--- config.mk ---
export PLATFORM = sky130hd
export DESIGN_NAME = vend_ctrl
export DESIGN_NICKNAME = d
export VERILOG_FILES = /design/src/rtl/vend_ctrl.sv
export SDC_FILE = /design/constraint.sdc
export NUM_CORES = 1
export LEC_CHECK = 0
export CAP_MARGIN = 20
export CORE_MARGIN = 2
export CORE_UTILIZATION = 55
export DETAILED_ROUTE_END_ITERATION = 8
export PLACE_DENSITY = 0.83
export SLEW_MARGIN = 20
export SYNTH_ARGS = -nofsm -noshare
export SYNTH_HDL_FRONTEND = slang
export SYNTH_SLANG_ARGS = --single-unit
--- constraint.sdc ---
create_clock -name clk -period 5.2 [get_ports clk]
set_clock_uncertainty 0.2 [all_clocks]
set_input_delay 0.52 -clock clk [delete_from_list [all_inputs] [get_ports clk]]
set_output_delay 0.52 -clock clk [all_outputs]
set_load 0.02 [all_outputs]
--- src/rtl/vend_ctrl.sv ---
// Coffee vending controller: credits 50/100/200-unit coins, strobes a dispense
// once credit reaches PRICE_UNITS, then pays surplus back one 50-unit coin per ack.
module vend_ctrl #(
   parameter int PRICE_UNITS      = 6,
   parameter int MAX_CREDIT_UNITS = 9,
   parameter int CW               = 4
) (
   input  logic          clk,
   input  logic          reset,
   input  logic          in50,
   input  logic          in100,
   input  logic          in200,
   input  logic          cancel,
   input  logic          change_ack,
   output logic          give_coffee,
   output logic          change_valid,
   output logic          coin_reject,
   output logic          busy,
   output logic [CW-1:0] credit
);

   typedef enum logic [1:0] {IDLE, COLLECT, VEND, CHANGE} state_t;

   // Widened by one bit so credit+coin can never wrap before the ceiling check.
   localparam logic [CW:0] PRICE_W = (CW+1)'(PRICE_UNITS);
   localparam logic [CW:0] MAX_W   = (CW+1)'(MAX_CREDIT_UNITS);

   state_t        state_q, state_d;
   logic [CW-1:0] credit_q, credit_d;
   logic          reject_q, reject_d;
   logic          give_coffee_q, change_valid_q, busy_q;
   logic [CW:0]   coin_v, sum;
   logic          coin_any, coin_multi;

   always_comb begin
      coin_any   = in50 | in100 | in200;
      coin_multi = (in50 & in100) | (in50 & in200) | (in100 & in200);
      coin_v     = '0;
      if (in50)       coin_v = (CW+1)'(1);
      else if (in100) coin_v = (CW+1)'(2);
      else if (in200) coin_v = (CW+1)'(4);
      sum      = {1'b0, credit_q} + coin_v;
      state_d  = state_q;
      credit_d = credit_q;
      // A coin is always refused when it arrives with another coin, with cancel,
      // or while the machine is vending or paying change.
      reject_d = coin_any & (coin_multi | cancel | (state_q == VEND) | (state_q == CHANGE));
      case (state_q)
         IDLE, COLLECT: begin
            if (cancel) begin
               if (state_q == COLLECT) state_d = CHANGE;
            end else if (coin_any && !coin_multi) begin
               if (sum > MAX_W) begin
                  reject_d = 1'b1;
               end else begin
                  credit_d = sum[CW-1:0];
                  state_d  = (sum >= PRICE_W) ? VEND : COLLECT;
               end
            end
         end
         VEND: begin
            credit_d = credit_q - PRICE_W[CW-1:0];
            state_d  = ({1'b0, credit_q} > PRICE_W) ? CHANGE : IDLE;
         end
         CHANGE: begin
            if (change_ack) begin
               credit_d = credit_q - CW'(1);
               if (credit_q == CW'(1)) state_d = IDLE;
            end
         end
         default: state_d = IDLE;
      endcase
   end

   always_ff @(posedge clk) begin
      if (reset) begin
         state_q        <= IDLE;
         credit_q       <= '0;
         reject_q       <= 1'b0;
         give_coffee_q  <= 1'b0;
         change_valid_q <= 1'b0;
         busy_q         <= 1'b0;
      end else begin
         state_q        <= state_d;
         credit_q       <= credit_d;
         reject_q       <= reject_d;
         give_coffee_q  <= (state_d == VEND);
         change_valid_q <= (state_d == CHANGE);
         busy_q         <= (state_d == VEND) || (state_d == CHANGE);
      end
   end

   assign give_coffee  = give_coffee_q;
   assign change_valid = change_valid_q;
   assign coin_reject  = reject_q;
   assign busy         = busy_q;
   assign credit       = credit_q;

endmodule
; ---- Word-level counts from Yosys, hierarchy flattened
; Cells that the tools add are included.
[word_totals]
output_inout_bits = 8
ff_bits = 10
[classes]
n_bitwise = 11
mux = 21
eq_ne = 10
order_cmp = 3
reduce_logical = 6
add_sub_neg = 3
[ops]
columns = cell, n
row1 = 2-bit 2-to-1 mux, 8
row2 = 4-bit 2-to-1 mux, 4
row3 = 4-bit case mux with 3 select lines, 1
row4 = 3-bit 2-to-1 mux, 3
row5 = "2-bit equality test, second input constant", 4
row6 = "2-bit inequality test, second input constant", 4
row7 = 1-bit OR, 7
row8 = 2-bit case mux with 3 select lines, 1
row9 = 4-bit by 5-bit adder with 5-bit output, 1
row10 = "5-bit by 3-bit greater-or-equal comparator with 1-bit output, second input constant", 1
row11 = "5-bit by 4-bit greater-than comparator with 1-bit output, second input constant", 1
row12 = 1-bit bitwise AND, 4
row13 = "4-bit by 1-bit equality test with 1-bit output, second input constant", 1
row14 = "4-bit by 3-bit greater-than comparator with 1-bit output, second input constant", 1
row15 = 1-bit 2-to-1 mux, 4
row16 = 4-bit AND reduction, 1
row17 = "4-bit by 1-bit subtractor with 4-bit output, second input constant", 1
row18 = "4-bit by 3-bit subtractor with 4-bit output, second input constant", 1
row19 = "2-bit by 1-bit equality test with 1-bit output, second input constant", 1
row20 = 2-bit logical NOT, 1
row21 = 2-bit OR reduction, 1
row22 = 1-bit logical AND, 1
row23 = 1-bit logical NOT, 1
row24 = 1-bit logical OR, 1

; ---- Longest topological paths before layout
; Gate-level depths: netlist (run 1).
[logic_depth]
word_depth = 12
mapped_depth = 8

; ---- Worst setup path after synthesis (run 1)
; Ideal clock, no wire load.
[synth_timing]
path_kind = reg-to-reg
start = register credit_q[0] (netlist: credit[0])
end = register credit_q[3] (netlist: credit[3])
path_stages_with_launch = 9
n_path_buf = 0
setup_slack_ps = 2400
required_time_ps = 4879
synth_period_minus_slack_ps = 2800
t_arrival_ps = 2479
path_cell_list = dfxtp_1 -> ha_1 -> inv_1 -> fa_1 -> and4bb_1 -> nor4_2 -> a211o_1 -> o32a_1 -> mux2_4
[synth_between]
elab_chain_cells = 5
[synth_rtl]
columns = element, line_no
row1 = start: declaration, 29  ; logic [CW-1:0] credit_q, credit_d;
row2 = start signal: assignment, 85  ; credit_q <= credit_d;
row3 = "parallel branches: the longest is 5 deep, another holds 4-bit by 5-bit adder with 5-bit output", --
; Parallel ways; which one is timed is not known. The select of a mux whose other input is x is not followed.
; A chain may end at the register's enable or synchronous reset.

; ---- Worst setup path in the final report (run 1)
[layout_timing]
start = input in50
end = register credit_q[3] (netlist: credit[3])
[layout_between]
elab_chain_cells = 7
[layout_rtl]
columns = element, line_no
row1 = start: declaration, 10  ; input logic in50,
row2 = "parallel branches: the longest is 7 deep, another holds 4-bit by 5-bit adder with 5-bit output", --
; Parallel ways; which one is timed is not known. The select of a mux whose other input is x is not followed.

==> results_dict.tcl, run 1 <==
set metrics [dict create \
    status "completed" \
    core_region_area_um2 1470 \
    grt_pass1_vias 758 \
    clockBufferDepth 2 \
    cpPeakStageDelay_ns 0.59 \
    arrival_ns 3.24 \
    io_pins 15 \
    cts_root_buf "clkbuf_4" \
    wl_um 1990 \
    ir_worst_vdd_mv 0.125 \
    critPathMaxFanout 7 \
    ant_nets 0 \
    cts_max_level 1 \
    syn_nets 116 \
    required_ns 5.15 \
    fin_setup_tns_ns 0 \
    leakagePower_nw 0.401 \
    powerDensity_nw_per_um2 267 \
    postCtsHoldBufs 0 \
    port_buffers 14 \
    cts_tree "yes" \
    post_cts_buffers 0 \
    num_vias 808 \
    fin_crit_ns 3.29 \
    layout_worst_path_cycle_share 0.632 \
    yosysWarnings 0 \
    wl_per_cell_um 15.6 \
    synth_edf_count 0 \
    cap_violations 0 \
    hp-class "register to register" \
    clk_latency_ns 0.27 \
    netlist_top_cells_area "dfxtp_1 (21%), ha_1 (13%), a21oi_1 (4.7%)" \
    drive_gt1_frac 0.0804 \
    ys_async_sr_fraction 0 \
    hold_slack_ns 0.444 \
    track_usage 0.235 \
    setup_viol 0 \
    syn2layout_area_growth_pct 17.2 \
    synth_top_area_frac 0.212 \
    rsz0062_at_grt "false" \
    routabilityCongestion 0.820 \
    grt_first_pass_wirelength_um 3260 \
    cp_slowest_cell "clkdlybuf4s50_1" \
    grt_max_degree 12 \
    drv_slew 0 \
    diodes 0 \
    final.setup.worst_slack_ns 1.91 \
    multi_input_area_um2 599 \
    postCtsResizedCells 0 \
    timing_hold_violations_final 0 \
    synth_top_cell_by_area "dfxtp_1" \
    yosysSeqAreaShare 0.212 \
    via_per_inst 6.31 \
    start_util 0.578 \
    relSlewSlack 0.641 \
    seq_area_um2 180 \
    postSynthCellCount 99 \
    first_pass_iters 4 \
    cp_cell_sequence "clkdlybuf4s50_1, ha_1, inv_1, fa_1, and4bb_1, nor4_2, a211o_1, o32a_1, mux2_4" \
    ys_seq_elements 9 \
    netlist-cell-type-count 39 \
    path_clk_slew_ns 0.07 \
    grt-ovfl-total 0 \
    synthFlopType "dfxtp_1" \
    nets 130 \
    fillers 137 \
    start_kind "input pin" \
    cp-end-kind "register" \
    die_h_um 43.3 \
    antenna_found_initial 0 \
    worst-setup-path-type "input pin to register" \
    die_w_um 43.3 \
    drt_iter0_drc 20 \
    avgSynthCellArea_um2 8.59 \
    syn_area_um2 851 \
    clock_sinks 9 \
    worst_slew_pin_slew_ns 0.537 \
    max_freq_mhz 304 \
    synthTopCellsByCount "dfxtp_1 (9), ha_1 (9), a21oi_1 (8), inv_1 (8), nor2_1 (6)" \
    place_ws_ns 1.65 \
    dieArea_um2 1880 \
    dpl.hpwl_um 1540 \
    drc 0 \
    numCtsBuffers 3 \
    num_rows 14 \
]
==> layout make-up <==
type	instances	share of cell area
Multi-Input combinational cell	77	0.601
Sequential cell	9	0.181
Timing Repair Buffer	14	0.141
Inverter	8	0.0301
Clock buffer	3	0.0226
Tap cell	16	0.0201
Clock inverter	1	0.00502
==> metrics by stage <==
step / instance area [um2] / utilization / cells / power [W]
floorplan: 851 / - / 99 / 0.000178
global placement: 970 / 0.659 / 124 / 0.000206
detailed placement: 970 / 0.659 / 124 / 0.000213
CTS: 997 / 0.678 / 128 / 0.000266
global route: 997 / 0.678 / 128 / 0.000287
finish: 997 / 0.678 / 128 / 0.000266
==> path summary, 6_finish.rpt <==
check | start | to | slack, ns | cells after the start
max | in50 | credit[3] | 1.91 | 9
min | state_q[0] | state_q[1] | 0.44 | 2
max reg2reg | credit[0] | credit[3] | 2.28 | 8
min reg2reg | state_q[0] | state_q[1] | 0.44 | 2
==> sequential cells by signal (all words and copies together) (netlist names) <==
register / count
credit: 4
state_q: 2
change_valid: 1
coin_reject: 1
give_coffee: 1
==> cell usage in the layout (no fill, tap or decap), drive strengths merged, types with 2 or more instances in the layout <==
master         instances
a21boi                 3
clkbuf                 3
o21bai                 2
o21ai                  4
inv                    8
or3                    2
nor2                   6
xor2                   2
and4bb                 3
dfxtp                  9
a21oi                  8
nor3                   5
clkdlybuf4s50         14
nand2                  5
o211ai                 2
ha                     9
a211oi                 3
nand3                  4
mux2i                  2
==> per-layer routing <==
layer,vias to the layer above,track usage,part of all wire
met5,-,0,0
met1,385,0.292,0.45
met4,0,0.139,0.026
met3,7,0.0417,0.043
met2,27,0.379,0.48
li1,389,-,-
==> worst max-delay path: cells and delay by family <==
family | cells | cell delay, ns
AND/OR/NAND/NOR | 2 | 0.31
AO/OA/AOI/OAI | 2 | 0.65
buffers and inverters | 2 | 0.66
multiplexers | 1 | 0.29
adder cells (fa/ha/maj) | 2 | 0.80
==> power by group <==
part	internal [W]	leakage [nW]	switching [W]	total [W]
combinational	0.0000550	0.310	0.0000648	0.000120
clock	0.0000284	0.0177	0.0000256	0.0000539
sequential	0.0000772	0.0737	0.0000154	0.0000926
total	0.000161	0.401	0.000106	0.000266
==> kinds of logic after synthesis <==
group / after synthesis / share of synthesized area
and+or+nand+nor: 31 / 0.221
AOI/OAI and AO/OA: 30 / 0.256
buffers and inverters: 13 / 0.0838
adders and majority gates: 10 / 0.156
DFF: 9 / 0.212
xor gates and xnor gates: 3 / 0.0309
muxes: 3 / 0.0412
(Power assumes the default switching activity.)
==> inputs of run 2 (changes only) <==
--- a/config.mk
+++ b/config.mk
@@ -7,9 +7,9 @@
 export LEC_CHECK = 0
 export CAP_MARGIN = 20
 export CORE_MARGIN = 2
-export CORE_UTILIZATION = 55
+export CORE_UTILIZATION = 51
 export DETAILED_ROUTE_END_ITERATION = 8
-export PLACE_DENSITY = 0.83
+export PLACE_DENSITY = 0.78
 export SLEW_MARGIN = 20
 export SYNTH_ARGS = -nofsm -noshare
 export SYNTH_HDL_FRONTEND = slang
==> constraint.sdc (replaced) <==
create_clock -name clk -period 3.2 [get_ports clk]
set_clock_uncertainty 0.2 [all_clocks]
set_input_delay 0.32 -clock clk [delete_from_list [all_inputs] [get_ports clk]]
set_output_delay 0.32 -clock clk [all_outputs]
set_load 0.02 [all_outputs]
==> results_dict.tcl, run 2 (same netlist as run 1, synthesis figures left out) <==
set metrics [dict create \
    layout_worst_path_cycle_share 0.916 \
    drv_slew 0 \
    dieArea_um2 2010 \
    fillers 131 \
    num_rows 14 \
    fin_setup_tns_ns 0 \
    powerDensity_nw_per_um2 423 \
    drive_gt1_frac 0.0957 \
    worst-setup-path-type "input pin to register" \
    clock_sinks 9 \
    final.setup.worst_slack_ns 0.270 \
    multi_input_area_um2 599 \
    wl_per_cell_um 14.3 \
    start_util 0.552 \
    rrSetupSlack_ns 0.31 \
    die_h_um 44.8 \
    cpPeakStageDelay_ns 0.50 \
    start_kind "input pin" \
    wl_um 1870 \
    dpl.hpwl_um 1400 \
    first_pass_iters 4 \
    numCtsBuffers 3 \
    timing_hold_violations_final 0 \
    rsz0062_at_grt "false" \
    cts_root_buf "clkbuf_4" \
    track_usage 0.209 \
    postCtsResizedCells 0 \
    grt_max_degree 12 \
    worst-path-buf-inv 2 \
    diodes 0 \
    worst_slew_pin_slew_ns 0.485 \
    leakagePower_nw 0.413 \
    antenna_found_initial 0 \
    setup_viol 0 \
    cp_slowest_cell "fa_1" \
    grt_first_pass_wirelength_um 3040 \
    final_common_cell "clkdlybuf4s50_1" \
    ant_nets 0 \
    max_freq_mhz 341 \
    drc 0 \
    postCtsHoldBufs 0 \
    core_region_area_um2 1540 \
    hp-class "register to register" \
    via_per_inst 6.24 \
    final_cell_mix "clkdlybuf4s50_1 (14), ha_1 (9), dfxtp_1 (9)" \
    num_vias 818 \
    cp_cell_sequence "clkdlybuf4s50_1, ha_1, inv_1, fa_1, and4bb_1, nor4_2, a211o_1, o32a_1, mux2_4" \
    cp_top_family "adder cells" \
    critPathMaxFanout 5 \
    cp-end-kind "register" \
    path_clk_slew_ns 0.06 \
    io_pins 15 \
    nets 133 \
    power_w 0.000431 \
    cts_max_level 1 \
    clk_latency_ns 0.26 \
    clockBufferDepth 2 \
    grt-ovfl-total 0 \
    drt_iter0_drc 46 \
    die_w_um 44.8 \
    cts_tree "yes" \
    cap_violations 0 \
    syn2layout_area_growth_pct 19.7 \
    fin_crit_ns 2.93 \
    required_ns 3.14 \
    grt_pass1_vias 723 \
    ir_worst_vdd_mv 0.163 \
    largest_register_ffs 4 \
    status "completed" \
    post_cts_buffers 0 \
    relSlewSlack 0.676 \
    port_buffers 14 \
    seq_area_um2 180 \
    arrival_ns 2.87 \
    routabilityCongestion 0.809 \
    place_ws_ns 0.0244 \
]
-- run 2: power by group --
| group | total, W | switching [W] | internal (W) |
|---|---|---|---|
| logic | 0.000196 | 0.000104 | 0.0000922 |
| registers | 0.000149 | 0.0000236 | 0.000125 |
| clock network | 0.0000864 | 0.0000384 | 0.0000480 |
-- run 2: area by class of cell --
cell class	instances	area share
repair buffers	17	0.160
flip-flops and latches	9	0.177
well taps	16	0.0197
multi-input cells	77	0.588
inverters	8	0.0295
clock buffers	4	0.0258
-- run 2: routing by layer --
metal,global-route usage,vias up,part of all wire
li1,-,405,-
met1,0.275,381,0.44
met2,0.330,30,0.49
met3,0.0360,2,0.060
met4,0.106,0,0.013
met5,0,-,0
-- run 2: path summary, 6_finish.rpt --
path              start         end  cells after the start
max                in50   credit[3]                      9
min          state_q[0]  state_q[1]                      2
max reg2reg   credit[0]   credit[3]                      8
min reg2reg  state_q[0]  state_q[1]                      2
-- run 2: through the flow --
stage | hold slack, ns | cells | area (um2) | utilization
global route | 0.475 | 131 | 1020 | 0.661
CTS | 0.424 | 131 | 1020 | 0.661
floorplan | 0.280 | 99 | 851 | -
global placement | 0.401 | 127 | 992 | 0.644
detailed placement | 0.405 | 127 | 992 | 0.644
finish | 0.435 | 131 | 1020 | 0.661
-- run 2: worst reg2reg max path, stage by stage, from the launching register on --
cell and delay, ns:
dfxtp_1 0.46, ha_1 0.24, inv_1 0.06, fa_1 0.50, and4bb_1 0.25, nor4_2 0.36, a211o_1 0.22, o32a_1 0.18
mux2_4 0.30
==> inputs of run 3 (changes only) <==
--- a/config.mk
+++ b/config.mk
@@ -5,10 +5,11 @@
 export SDC_FILE = /design/constraint.sdc
 export NUM_CORES = 1
 export LEC_CHECK = 0
-export CAP_MARGIN = 20
+export CAP_MARGIN = 15
 export CORE_MARGIN = 2
 export CORE_UTILIZATION = 51
 export DETAILED_ROUTE_END_ITERATION = 8
+export HOLD_SLACK_MARGIN = 0.12
 export PLACE_DENSITY = 0.78
 export SLEW_MARGIN = 20
 export SYNTH_ARGS = -nofsm -noshare
==> results of run 3 <==
No change in the layout: final DEF, timing and power equal those of run 2.
